File: config.mk
export PLATFORM = sky130hd
export DESIGN_NAME = sdrc_req_queue
export DESIGN_NICKNAME = d
export VERILOG_FILES = /design/src/rtl/sdrc_req_queue.sv
export SDC_FILE = /design/constraint.sdc
export NUM_CORES = 1
export LEC_CHECK = 0
export ABC_AREA = 1
export CAP_MARGIN = 10
export CORE_ASPECT_RATIO = 1.75
export CORE_MARGIN = 5
export CORE_UTILIZATION = 40
export CTS_CLUSTER_DIAMETER = 40
export DETAILED_ROUTE_END_ITERATION = 12
export PLACE_DENSITY = 0.67
export SETUP_SLACK_MARGIN = 0.2
export SLEW_MARGIN = 10
export SYNTH_ARGS = -nofsm -noshare
export SYNTH_HDL_FRONTEND = slang
export SYNTH_SLANG_ARGS = --single-unit
File: constraint.sdc
create_clock -name clk -period 5.1 [get_ports clk]
set_clock_uncertainty 0.15 [all_clocks]
set_input_delay 0.51 -clock clk [delete_from_list [all_inputs] [get_ports clk]]
set_output_delay 0.51 -clock clk [all_outputs]
set_load 0.05 [all_outputs]
File: src/rtl/sdrc_req_queue.sv
// sdrc_req_queue
// Request queue between the SDRAM request generator and the bank/command
// logic. Chunk requests are buffered in a strict-FIFO circular store and
// the head entry is presented combinationally to the consumer. A small
// open-row table tracks which row each bank last activated, so the head
// can be flagged as a row hit.
//
// Ports:
//   clk, reset          single clock, synchronous active-high reset
//   r2b_*               incoming chunk request and its fields
//   b2r_ack             chunk accepted this cycle (combinational)
//   b2r_arb_ok          room for a whole new application request (two chunks)
//   q_valid, q_*        head entry and its fields
//   q_row_hit           head row is already open in its bank
//   q_pop               consumer takes the head entry
//   bank_close          per-bank precharge done, clears that bank's open row
//   q_count             occupancy, 0..DEPTH
module sdrc_req_queue #(
    parameter int APP_RW = 9,
    parameter int ID_W   = 4,
    parameter int DEPTH  = 4
) (
    input  logic                       clk,
    input  logic                       reset,
    input  logic                       r2b_req,
    input  logic [ID_W-1:0]            r2b_req_id,
    input  logic                       r2b_start,
    input  logic                       r2b_last,
    input  logic                       r2b_wrap,
    input  logic                       r2b_write,
    input  logic [1:0]                 r2b_ba,
    input  logic [11:0]                r2b_raddr,
    input  logic [11:0]                r2b_caddr,
    input  logic [APP_RW-1:0]          r2b_len,
    output logic                       b2r_ack,
    output logic                       b2r_arb_ok,
    output logic                       q_valid,
    output logic [ID_W-1:0]            q_req_id,
    output logic                       q_start,
    output logic                       q_last,
    output logic                       q_wrap,
    output logic                       q_write,
    output logic [1:0]                 q_ba,
    output logic [11:0]                q_raddr,
    output logic [11:0]                q_caddr,
    output logic [APP_RW-1:0]          q_len,
    output logic                       q_row_hit,
    input  logic                       q_pop,
    input  logic [3:0]                 bank_close,
    output logic [$clog2(DEPTH):0]     q_count
);

    localparam int PW = $clog2(DEPTH);
    localparam int CW = $clog2(DEPTH) + 1;
    localparam logic [CW-1:0] FULL_CNT = CW'(DEPTH);
    // Leave room for two chunks so a page-split request always fits.
    localparam logic [CW-1:0] ARB_MAX  = CW'(DEPTH - 2);

    typedef struct packed {
        logic [ID_W-1:0]   id;
        logic              start;
        logic              last;
        logic              wrap;
        logic              write;
        logic [1:0]        ba;
        logic [11:0]       raddr;
        logic [11:0]       caddr;
        logic [APP_RW-1:0] len;
    } entry_t;

    entry_t          mem_q [DEPTH];
    entry_t          wr_entry;
    entry_t          head;
    logic [PW-1:0]   wr_ptr_q, wr_ptr_d;
    logic [PW-1:0]   rd_ptr_q, rd_ptr_d;
    logic [CW-1:0]   count_q, count_d;
    logic            push;
    logic            pop;
    logic [3:0]      open_valid_q;
    logic [11:0]     open_row_q [4];

    // ---------------------------------------------------------------
    // FIFO control
    // ---------------------------------------------------------------
    // Full blocks a push even when a pop happens in the same cycle.
    assign b2r_ack    = r2b_req & (count_q != FULL_CNT);
    assign b2r_arb_ok = (count_q <= ARB_MAX);
    assign q_valid    = (count_q != '0);
    assign push       = b2r_ack;
    assign pop        = q_pop & q_valid;
    assign q_count    = count_q;

    always_comb begin
        wr_ptr_d = wr_ptr_q;
        rd_ptr_d = rd_ptr_q;
        count_d  = count_q;
        // DEPTH is a power of two, so the pointers wrap by overflow.
        if (push) wr_ptr_d = wr_ptr_q + PW'(1);
        if (pop)  rd_ptr_d = rd_ptr_q + PW'(1);
        case ({push, pop})
            2'b10:   count_d = count_q + CW'(1);
            2'b01:   count_d = count_q - CW'(1);
            default: count_d = count_q;
        endcase
    end

    always_ff @(posedge clk) begin
        if (reset) begin
            wr_ptr_q <= '0;
            rd_ptr_q <= '0;
            count_q  <= '0;
        end else begin
            wr_ptr_q <= wr_ptr_d;
            rd_ptr_q <= rd_ptr_d;
            count_q  <= count_d;
        end
    end

    // ---------------------------------------------------------------
    // Storage (not reset; a request arriving during reset is dropped)
    // ---------------------------------------------------------------
    assign wr_entry = '{id: r2b_req_id, start: r2b_start, last: r2b_last,
                        wrap: r2b_wrap, write: r2b_write, ba: r2b_ba,
                        raddr: r2b_raddr, caddr: r2b_caddr, len: r2b_len};

    always_ff @(posedge clk) begin
        if (push && !reset) begin
            mem_q[wr_ptr_q] <= wr_entry;
        end
    end

    // Head read is combinational so a push shows up only after the edge.
    assign head     = mem_q[rd_ptr_q];
    assign q_req_id = head.id;
    assign q_start  = head.start;
    assign q_last   = head.last;
    assign q_wrap   = head.wrap;
    assign q_write  = head.write;
    assign q_ba     = head.ba;
    assign q_raddr  = head.raddr;
    assign q_caddr  = head.caddr;
    assign q_len    = head.len;

    // ---------------------------------------------------------------
    // Open-row table, one slot per bank
    // ---------------------------------------------------------------
    generate
        for (genvar gi = 0; gi < 4; gi++) begin : g_bank
            logic pop_hit;
            logic valid_d;

            assign pop_hit = pop && (head.ba == 2'(gi));

            // A pop to this bank wins over a simultaneous precharge.
            always_comb begin
                valid_d = open_valid_q[gi];
                if (pop_hit)            valid_d = 1'b1;
                else if (bank_close[gi]) valid_d = 1'b0;
            end

            always_ff @(posedge clk) begin
                if (reset) open_valid_q[gi] <= 1'b0;
                else       open_valid_q[gi] <= valid_d;
            end

            always_ff @(posedge clk) begin
                if (pop_hit && !reset) open_row_q[gi] <= head.raddr;
            end
        end
    endgenerate

    assign q_row_hit = q_valid & open_valid_q[head.ba] &
                       (open_row_q[head.ba] == head.raddr);

endmodule

==> results.py, run 1 <==
metrics = {
    "logic_synthesis": {
        "yosysTopAreaCell": "edfxtp_1",
        "synth.area.mux_share_pct": 0,
        "synth_area_per_cell_um2": 12.33,
        "synth_fa_ha_area_share_pct": 0.8917,
        "synth_area_um2": 9261,
        "synth-compound-area-share_pct": 7.863,
        "postSynthNetCount": 808,
        "ys.warnings.count": 0,
        "yosysSeqAreaShare_pct": 74.14,
        "ys_ff_latch": 233,
        "synth_top_area_share_pct": 71.33,
        "synth_top_family_by_area": "simple AND/OR/NAND/NOR gates",
        "synth.distinct_cells": 26,
        "synth_edf_count": 220,
        "postSynthCellCount": 751,
        "synth_top_flop_cell": "edfxtp_1",
        "async_flop_share_pct": 0,
        "synth_area_leaders": "edfxtp_1 71%, nand2_1 6.4%, nor2_1 4.1%",
        "synth-simple-area-share_pct": 13.69,
        "synth_xor_xnor_area_share_pct": 0,
    },
    "sta": {
        "finalHoldViolCount": 0,
        "min_period_over_period_pct": 84.20,
        "fin_ws_ps": 805.8,
        "rsz0062_at_grt": "false",
        "setup_violations": 0,
        "tightest_slew_ps": 777.0,
        "tns_ps": 0,
        "drv_slew": 0,
        "layout_min_cycle_time_ps": 4294,
        "clock.fmax_ghz": 0.2329,
        "slew_headroom_pct": 47.76,
    },
    "clock_tree": {
        "htreeDepth": 1,
        "path_clk_slew_ps": 60,
        "cts_tree": "done",
        "ctsLongestPathBuffers": 3,
        "post_cts_buffers": 0,
        "clkLatencyLatePin_ps": 500,
        "cts.sinks": 233,
        "cts_resized": 0,
        "root_buffer": "clkbuf_16",
        "postCtsHoldBufs": 0,
        "cts_made_buffers": 23,
    },
    "setup_path": {
        "setup.worst_path.class": "register to primary output",
        "ff2ff_setup_slack_ps": 1940,
        "cp_top_family": "simple AND/OR/NAND/NOR gates",
        "crit_path_frequent_cell": "nand2_1",
        "crit_chain": "inv_2 > nand2_1 > nand3_2 > nand2_2 > inv_2 > nand2_1 > nand2_1 > nand2_1 > nand3_1 > nand2_1 > nand2_1 > nor2_1 > nand2_1 > nor2_1 > buf_12",
        "cpMaxStageDelayCell": "dfxtp_2",
        "end_kind": "primary output",
        "crit_path_max_fanout": 37,
        "slowest_delay_ps": 710,
        "crit_buf_inv": 3,
        "cp_data_required_time_ps": 4440,
        "critPathLaunchType": "register",
        "arrival_ps": 3630,
    },
    "placement": {
        "portBuffers": 100,
        "hpwl_um": 12660,
        "place.gp.congestion": 0.8195,
        "dpl_worst_slack_ps": 1280,
    },
    "layout": {
        "layout_common_cells": "220 x edfxtp_1, 158 x nand2_1, 99 x clkdlybuf4s50_1",
        "num_antenna_cells": 0,
        "final_common_cell": "edfxtp_1",
        "synthToLayoutAreaGrowth_pct": 22.10,
        "layout-drive-gt1-share_pct": 9.447,
        "nets": 910,
    },
    "drt": {
        "ant_nets": 0,
        "wl_um": 19460,
        "vias": 5761,
        "drtIter0Drc": 383,
        "drc": 0,
        "drt_pass1_iterations": 4,
        "avgRoutedWirePerCell_um": 16.66,
        "vias_per_cell": 4.932,
    },
    "floorplan": {
        "die_area_um2": 26420,
        "rows": 73,
        "fp.dieH_um": 211.3,
        "coreArea_um2": 22740,
        "die_x_um": 125.0,
        "start_util_pct": 40.72,
        "io_pins": 101,
    },
    "global_routing": {
        "grt_max_degree": 63,
        "grt_pass1_wl_um": 30500,
        "grt_use_total_pct": 14.51,
        "grt_overflow_total": 0,
        "grt_antenna_before_repair": 0,
        "grt_pass1_vias": 5728,
    },
    "power": {
        "total_power_uw": 5950,
        "ir_drop_v": 0.0003016,
        "p_leak_uw": 0.004029,
        "pwr_density_cell_nw_per_um2": 526.2,
    },
    "outcome": {
        "run_status": "finished, final reports clean",
    },
    "min_path": {
        "hold_class": "register to register",
    },
    "job": {
        "drv_cap": 0,
    },
}
==> kinds of logic after synthesis <==
family	count (synthesis)
AND/OR/NAND/NOR	311
flip-flops	233
AO/OA/AOI/OAI	128
buffers and inverters	73
adder cells (fa/ha/maj)	6
==> flip-flops by register name (all words and copies together) (netlist names), named ones only <==
signal and count:
mem_q 172, open_row_q 48, open_valid_q 4, q_count 3
rd_ptr_q 2, wr_ptr_q 2
==> per-layer routing <==
metal  global-route usage [%]  routed length, um
met5                        0                  0
met4                    5.127                550
met3                    1.742                703
met2                    28.17              10790
met1                    16.19               7409
==> synthesized netlist by cell type (4+ instances only) <==
cell type	number
inv_2	4
a21oi_1	10
a32oi_1	4
inv_1	34
nor2_1	101
o21ai_0	72
edfxtp_1	220
o22ai_1	33
clkbuf_1	21
dfxtp_1	13
buf_2	7
nand2_1	158
ha_1	5
o211ai_1	7
or2_2	17
nand3_1	30
==> final timing paths <==
| check | from | end | cells after the start |
|---|---|---|---|
| worst max-delay path | register | q_row_hit | 15 |
| worst min-delay path | rd_ptr_q[1]$_SDFFE_PP0N_ | register | 2 |
| worst max register to register | register | open_row_q[1][1]$_DFFE_PP_ | 9 |
| worst min register to register | rd_ptr_q[1]$_SDFFE_PP0N_ | register | 2 |
==> worst reg2reg max path: stages (launching register included) <==
cell	delay [ps]
dfxtp_2	710
inv_2	300
nand2_1	120
nand3_1	70
nand2_1	490
inv_2	320
nor2_2	250
inv_1	90
nor2_1	90
buf_4	250
==> layout make-up <==
class,instances,area (um^2)
clock inverters,15,130.1
fillers,1939,11430
clock buffers,25,583.1
well taps,300,375.4
inverters,38,142.6
multi-input cells,445,2108
repair buffers,112,1101
flip-flops and latches,233,6868
==> metrics by stage <==
| stage | utilization (%) | cells | cell area, um^2 | hold slack [ps] |
|---|---|---|---|---|
| 3_3_place_gp | 46.59 | 1128 | 10600 | 298.8 |
| 6_report | 49.72 | 1168 | 11310 | 325.0 |
| 5_1_grt | 49.72 | 1168 | 11310 | 355.9 |
| 2_1_floorplan | - | 751 | 9261 | 286.4 |
| 3_5_place_dp | 46.59 | 1128 | 10600 | 318.3 |
| 4_1_cts | 49.72 | 1168 | 11310 | 330.9 |
==> power breakdown <==
group | internal, uW | total, uW | leakage (uW) | switching (uW)
Sequential | 2270 | 2330 | 0.00210 | 62.4
Combinational | 599 | 2040 | 0.00159 | 1440
Clock | 889 | 1570 | 0.000339 | 684
(Power assumes the default switching activity.)
==> inputs of run 2 (changes only) <==
- clock period: 5.1 -> 4.4 ns (I/O delays scaled with it)
==> run 2 against run 1 <==
Compared with the run above:
- sequential share of layout area decreased by 0.70 points
- highest routed layer unchanged
- largest cell class unchanged
- register-to-register slack got worse by 220 ps
- critical endpoint unchanged
- utilization increased by 0.58 points
- clock-buffer cell count up 1
- setup slack got worse by 220 ps
- non-clock buffer count up 1
- routed wire length increased by 2.8%
- final cell count barely moved
- critical path depth unchanged
- combinational power increased by 19%
==> results.py, run 2 (synthesis results as in run 1) <==
metrics = {
    "outcome": {
        "run_status": "finished, final reports clean",
    },
    "setup_path": {
        "r2r_end": "open_row_q[1][2]$_DFFE_PP_",
        "crit_path_frequent_cell": "nand2_1",
        "ff2ff_setup_slack_ps": 1720,
        "crit_chain": "clkinv_2 > nand2_1 > nand3_2 > nand2_8 > nand2_1 > nand2_1 > nand2_1 > nand2_1 > nand2_1 > nor2_1 > nand2_1 > nor2_1 > nand2_1 > nor2_1 > buf_12",
        "crit_path_max_fanout": 34,
        "cp_data_required_time_ps": 3810,
        "setup.worst_path.class": "register to primary output",
        "cpMaxStageDelayCell": "dfxtp_2",
        "crit_path_end": "q_row_hit",
        "arrival_ps": 3230,
        "critPathLaunchType": "register",
        "r2r.worst_path.cells": 9,
        "end_kind": "primary output",
        "slowest_delay_ps": 360,
    },
    "drt": {
        "vias": 5838,
        "ant_nets": 0,
        "drc": 0,
        "avgRoutedWirePerCell_um": 17.14,
        "wl_um": 20010,
        "drt_pass1_iterations": 4,
        "vias_per_cell": 5.003,
        "drtIter0Drc": 418,
    },
    "clock_tree": {
        "clkLatencyLatePin_ps": 500,
        "ctsLongestPathBuffers": 3,
        "cts_tree": "done",
        "cts.sinks": 233,
        "htreeDepth": 1,
        "post_cts_buffers": 0,
        "cts_made_buffers": 23,
        "root_buffer": "clkbuf_16",
        "path_clk_slew_ps": 60,
        "cts_resized": 0,
        "postCtsHoldBufs": 0,
    },
    "power": {
        "ir_drop_v": 0.0004222,
        "p_leak_uw": 0.004088,
        "pwr_density_cell_nw_per_um2": 623.7,
    },
    "layout": {
        "largestRegisters": "mem_q: 172 flops, open_row_q: 48 flops, open_valid_q: 4 flops",
        "synthToLayoutAreaGrowth_pct": 23.53,
        "seqCellArea_um2": 6868,
        "largest_reg_flops": 172,
        "num_antenna_cells": 0,
        "n_fill_cell": 1956,
        "fin_area_um2": 11440,
        "multi_input_area_um2": 2122,
        "nets": 911,
        "layout_common_cells": "220 x edfxtp_1, 158 x nand2_1, 98 x clkdlybuf4s50_1",
        "layout-drive-gt1-share_pct": 9.112,
        "final_common_cell": "edfxtp_1",
        "regMostFlops": "mem_q",
    },
    "global_routing": {
        "grt_max_degree": 90,
        "grt_antenna_before_repair": 0,
        "grt_use_total_pct": 14.80,
        "grt_overflow_total": 0,
        "grt_pass1_vias": 5869,
        "grt_pass1_wl_um": 30980,
    },
    "min_path": {
        "hold_start": "rd_ptr_q[1]$_SDFFE_PP0N_",
        "hold_class": "register to register",
    },
    "placement": {
        "portBuffers": 100,
        "dpl_worst_slack_ps": 903.7,
        "postPlaceCellArea_um2": 10640,
        "hpwl_um": 12860,
        "place.gp.congestion": 0.8282,
    },
    "sta": {
        "tightest_slew_ps": 826.0,
        "layout_min_cycle_time_ps": 3817,
        "tns_ps": 0,
        "slew_headroom_pct": 44.80,
        "min_period_over_period_pct": 86.74,
        "fin_ws_ps": 583.4,
        "drv_slew": 0,
        "rsz0062_at_grt": "false",
        "setup_violations": 0,
        "finalHoldViolCount": 0,
        "clock.fmax_ghz": 0.2620,
    },
    "floorplan": {
        "io_pins": 101,
        "die_x_um": 125.0,
        "die_area_um2": 26420,
        "rows": 73,
        "fp.dieH_um": 211.3,
        "coreArea_um2": 22740,
        "start_util_pct": 40.72,
    },
    "job": {
        "drv_cap": 0,
    },
}
==> run 2: layout make-up <==
class                           count  area share [%]
Multi-Input combinational cell    445           18.55
Clock inverter                     12           1.728
Timing Repair Buffer              113           10.03
Sequential cell                   233           60.03
Clock buffer                       26           5.129
Tap cell                          300           3.281
Inverter                           38           1.258
==> run 2: worst max-delay path: cells and delay by family (launching register included) <==
family | cells | cell delay, ps
buf+inv | 2 | 520
simple gates | 13 | 1830
flops | 1 | 360
==> run 2: metrics by stage <==
step                      utilization [%]  std cells  power, uW  hold slack [ps]
after floorplan                         -        751       4404            286.4
after global placement              46.77       1129       5129            296.3
after detailed placement            46.77       1129       5161            309.5
after CTS                           50.22       1167       7205            317.9
after global routing                50.31       1167       7491            350.7
final                               50.31       1167       7135            314.7
==> run 2: power by group <==
group          switching (uW)  leakage (uW)  internal, uW
clock network             783      0.000381          1250
registers                49.2       0.00210          2630
logic                    1710       0.00161           708
==> run 2: how the worst min path moves through the flow <==
stage	to	cells after the start
finish	register	2
detailed placement	register	2
global placement	register	2
floorplan	register	2
global route	q_count[1]$_SDFFE_PP0P_	2
CTS	register	2
==> run 2: per-layer routing <==
layer  global-route usage [%]  share of wire, %
met5                        0                 0
met4                    4.454               2.4
met3                    2.045               4.2
met2                    30.01                57
met1                    15.53                36
==> inputs of run 3 (changes only) <==
- DONT_BUFFER_PORTS: unset -> 1
- PLACE_DENSITY: 0.67 -> 0.61
==> run 3 against run 2 <==
Compared with the run above:
- maximum frequency fell by 1.7%
- non-clock buffer count fell by 7
- utilization is 0.75 points lower
- register-to-register slack worse by 750 ps
- via count down 0.58%
- first-iteration DRC count grew 6.9%
- critical endpoint unchanged
- combinational power shrank 6%
- final area fell by 1.5%
==> results.py, run 3 (synthesis results as in run 1) <==
metrics = {
    "min_path": {
        "hold_class": "input pin to register",
    },
    "global_routing": {
        "grtUsageMet1_pct": 16.79,
        "gr-max-usage-layer": "met2",
        "grt_antenna_before_repair": 0,
        "grt_overflow_total": 0,
        "grt_max_degree": 45,
        "grt_pass1_wl_um": 32300,
        "grt_pass1_vias": 6055,
        "grt_use_total_pct": 15.25,
        "grt_use_met3_pct": 2.626,
        "use_met2_pct": 29.42,
    },
    "setup_path": {
        "setup.worst_path.class": "register to primary output",
        "critPathLaunchType": "register",
        "crit_chain": "buf_4 > nand2_1 > nand3_2 > nand2_2 > buf_4 > nand2_1 > nand2_1 > nand2_1 > nand2_1 > nand2_1 > nand2_1 > inv_1 > nand2_1 > nor2_1 > nand2_1 > nor2_1 > buf_4",
        "crit_path_max_fanout": 43,
        "end_kind": "primary output",
        "arrival_ps": 3290,
        "crit_buf_inv": 4,
        "crit_path_frequent_cell": "nand2_1",
        "slowest_delay_ps": 450,
        "cp_data_required_time_ps": 3810,
        "cpMaxStageDelayCell": "dfxtp_2",
        "cp_top_family": "simple AND/OR/NAND/NOR gates",
        "ff2ff_setup_slack_ps": 970,
    },
    "clock_tree": {
        "cts_tree": "done",
        "cts_made_buffers": 26,
        "path_clk_slew_ps": 60,
        "root_buffer": "clkbuf_16",
        "clkLatencyLatePin_ps": 520,
        "cts.sinks": 233,
        "htreeDepth": 1,
        "ctsLongestPathBuffers": 3,
    },
    "power": {
        "intPower_uw": 4442,
        "combPwrFrac_pct": 32.0,
        "switching_share_pct": 37.39,
        "power_switching_uw": 2653,
        "pwr_density_cell_nw_per_um2": 629.6,
        "p_leak_uw": 0.004139,
        "ir_drop_v": 0.0004091,
        "clkPwrFrac_pct": 29.7,
        "power_frac_seq_pct": 38.3,
    },
    "placement": {
        "hpwl_um": 12780,
        "postPlaceCellArea_um2": 9930,
        "portBuffers": 0,
        "dpl_worst_slack_ps": 853.1,
        "place.gp.congestion": 0.7651,
    },
    "sta": {
        "min_period_over_period_pct": 88.21,
        "tns_ps": 0,
        "slew_headroom_pct": 31.45,
        "drv_slew": 0,
        "finalHoldViolCount": 0,
        "rsz0062_at_grt": "false",
        "setup_violations": 0,
        "tightest_slew_ps": 1031,
        "layout_min_cycle_time_ps": 3881,
        "clock.fmax_ghz": 0.2577,
        "fin_ws_ps": 518.8,
    },
    "layout": {
        "layout-drive-gt1-share_pct": 15.07,
        "largest_reg_flops": 172,
        "synthToLayoutAreaGrowth_pct": 21.68,
        "num_antenna_cells": 0,
        "regMostFlops": "mem_q",
        "nets": 907,
        "largestRegisters": "mem_q: 172 flops, open_row_q: 48 flops, open_valid_q: 4 flops",
        "fin_area_um2": 11270,
        "layout_common_cells": "220 x edfxtp_1, 158 x nand2_1, 97 x nor2_1",
        "final_common_cell": "edfxtp_1",
    },
    "drt": {
        "drc": 0,
        "ant_nets": 0,
        "drtIter0Drc": 447,
        "vias_per_cell": 4.965,
        "avgRoutedWirePerCell_um": 17.45,
        "vias": 5804,
        "drt_pass1_iterations": 5,
        "wl_um": 20400,
    },
    "outcome": {
        "run_status": "finished, final reports clean",
    },
    "floorplan": {
        "io_pins": 101,
        "rows": 73,
        "die_x_um": 125.0,
        "start_util_pct": 40.72,
        "coreArea_um2": 22740,
        "fp.dieH_um": 211.3,
        "die_area_um2": 26420,
    },
    "job": {
        "drv_cap": 0,
    },
}
-- run 3: changes by cell type in the layout (fill, tap and decap cells not counted), sizes merged --
cell	previous run	this run
clkinvlp	1	0
clkinv	5	11
buf	15	58
dlygate4sd3	0	48
inv	39	43
bufinv	5	1
clkbuf	26	30
clkdlybuf4s50	98	0
-- run 3: routing by layer --
| metal | vias to the layer above | part of all wire [%] |
|---|---|---|
| met1 | 2813 | 37 |
| met5 | - | 0 |
| met4 | 0 | 2.0 |
| met2 | 122 | 56 |
| met3 | 26 | 4.2 |
| li1 | 2843 | - |
-- run 3: power groups by stage --
stage / clock network [uW] / registers (uW) / logic, uW
global route: 2270 / 2730 / 2470
detailed placement: 0 / 2770 / 2250
CTS: 2160 / 2720 / 2310
global placement: 0 / 2770 / 2230
floorplan: 0 / 2750 / 1650
finish: 2110 / 2720 / 2270
-- run 3: worst reg2reg max path, cell delays in order (launching register included) --
cell and delay [ps]:
dfxtp_1 660, inv_1 190, o31ai_1 690, inv_1 460, nand2_1 440, nor2_4 200, buf_4 330
-- run 3: cell type report --
cell class / instances / area (um^2)
clock buffer: 30 / 686.9
clock inverter: 17 / 172.7
fill: 1967 / 11470
inverter: 38 / 142.6
multi-input combinational: 445 / 2108
sequential: 233 / 6868
tap: 300 / 375.4
timing repair buffer: 106 / 915.9
-- run 3: worst paths after layout --
| kind | start | end | cells after the start |
|---|---|---|---|
| setup / recovery | register | q_row_hit | 17 |
| hold / removal | q_pop | register | 3 |
| hold reg to reg | open_valid_q[0]$_SDFFE_PP0P_ | open_valid_q[0]$_SDFFE_PP0P_ | 2 |
| setup reg to reg | q_count[2]$_SDFFE_PP0P_ | mem_q[0][11]$_DFFE_PP_ | 6 |
-- run 3: repair_timing --
action,CTS,global route
setup buffers,0,0
gates resized for setup,0,0
hold endpoints to repair,177,0
hold buffers,48,0
-- run 3: per-stage QoR --
stage	power, uW	hold WS [ps]	util (%)	cells
floorplan	4404	286.4	-	751
global placement	4994	305.6	43.66	1074
detailed placement	5015	312.2	43.66	1074
CTS	7183	70.54	49.55	1169
global route	7470	85.34	49.55	1169
finish	7095	86.54	49.55	1169
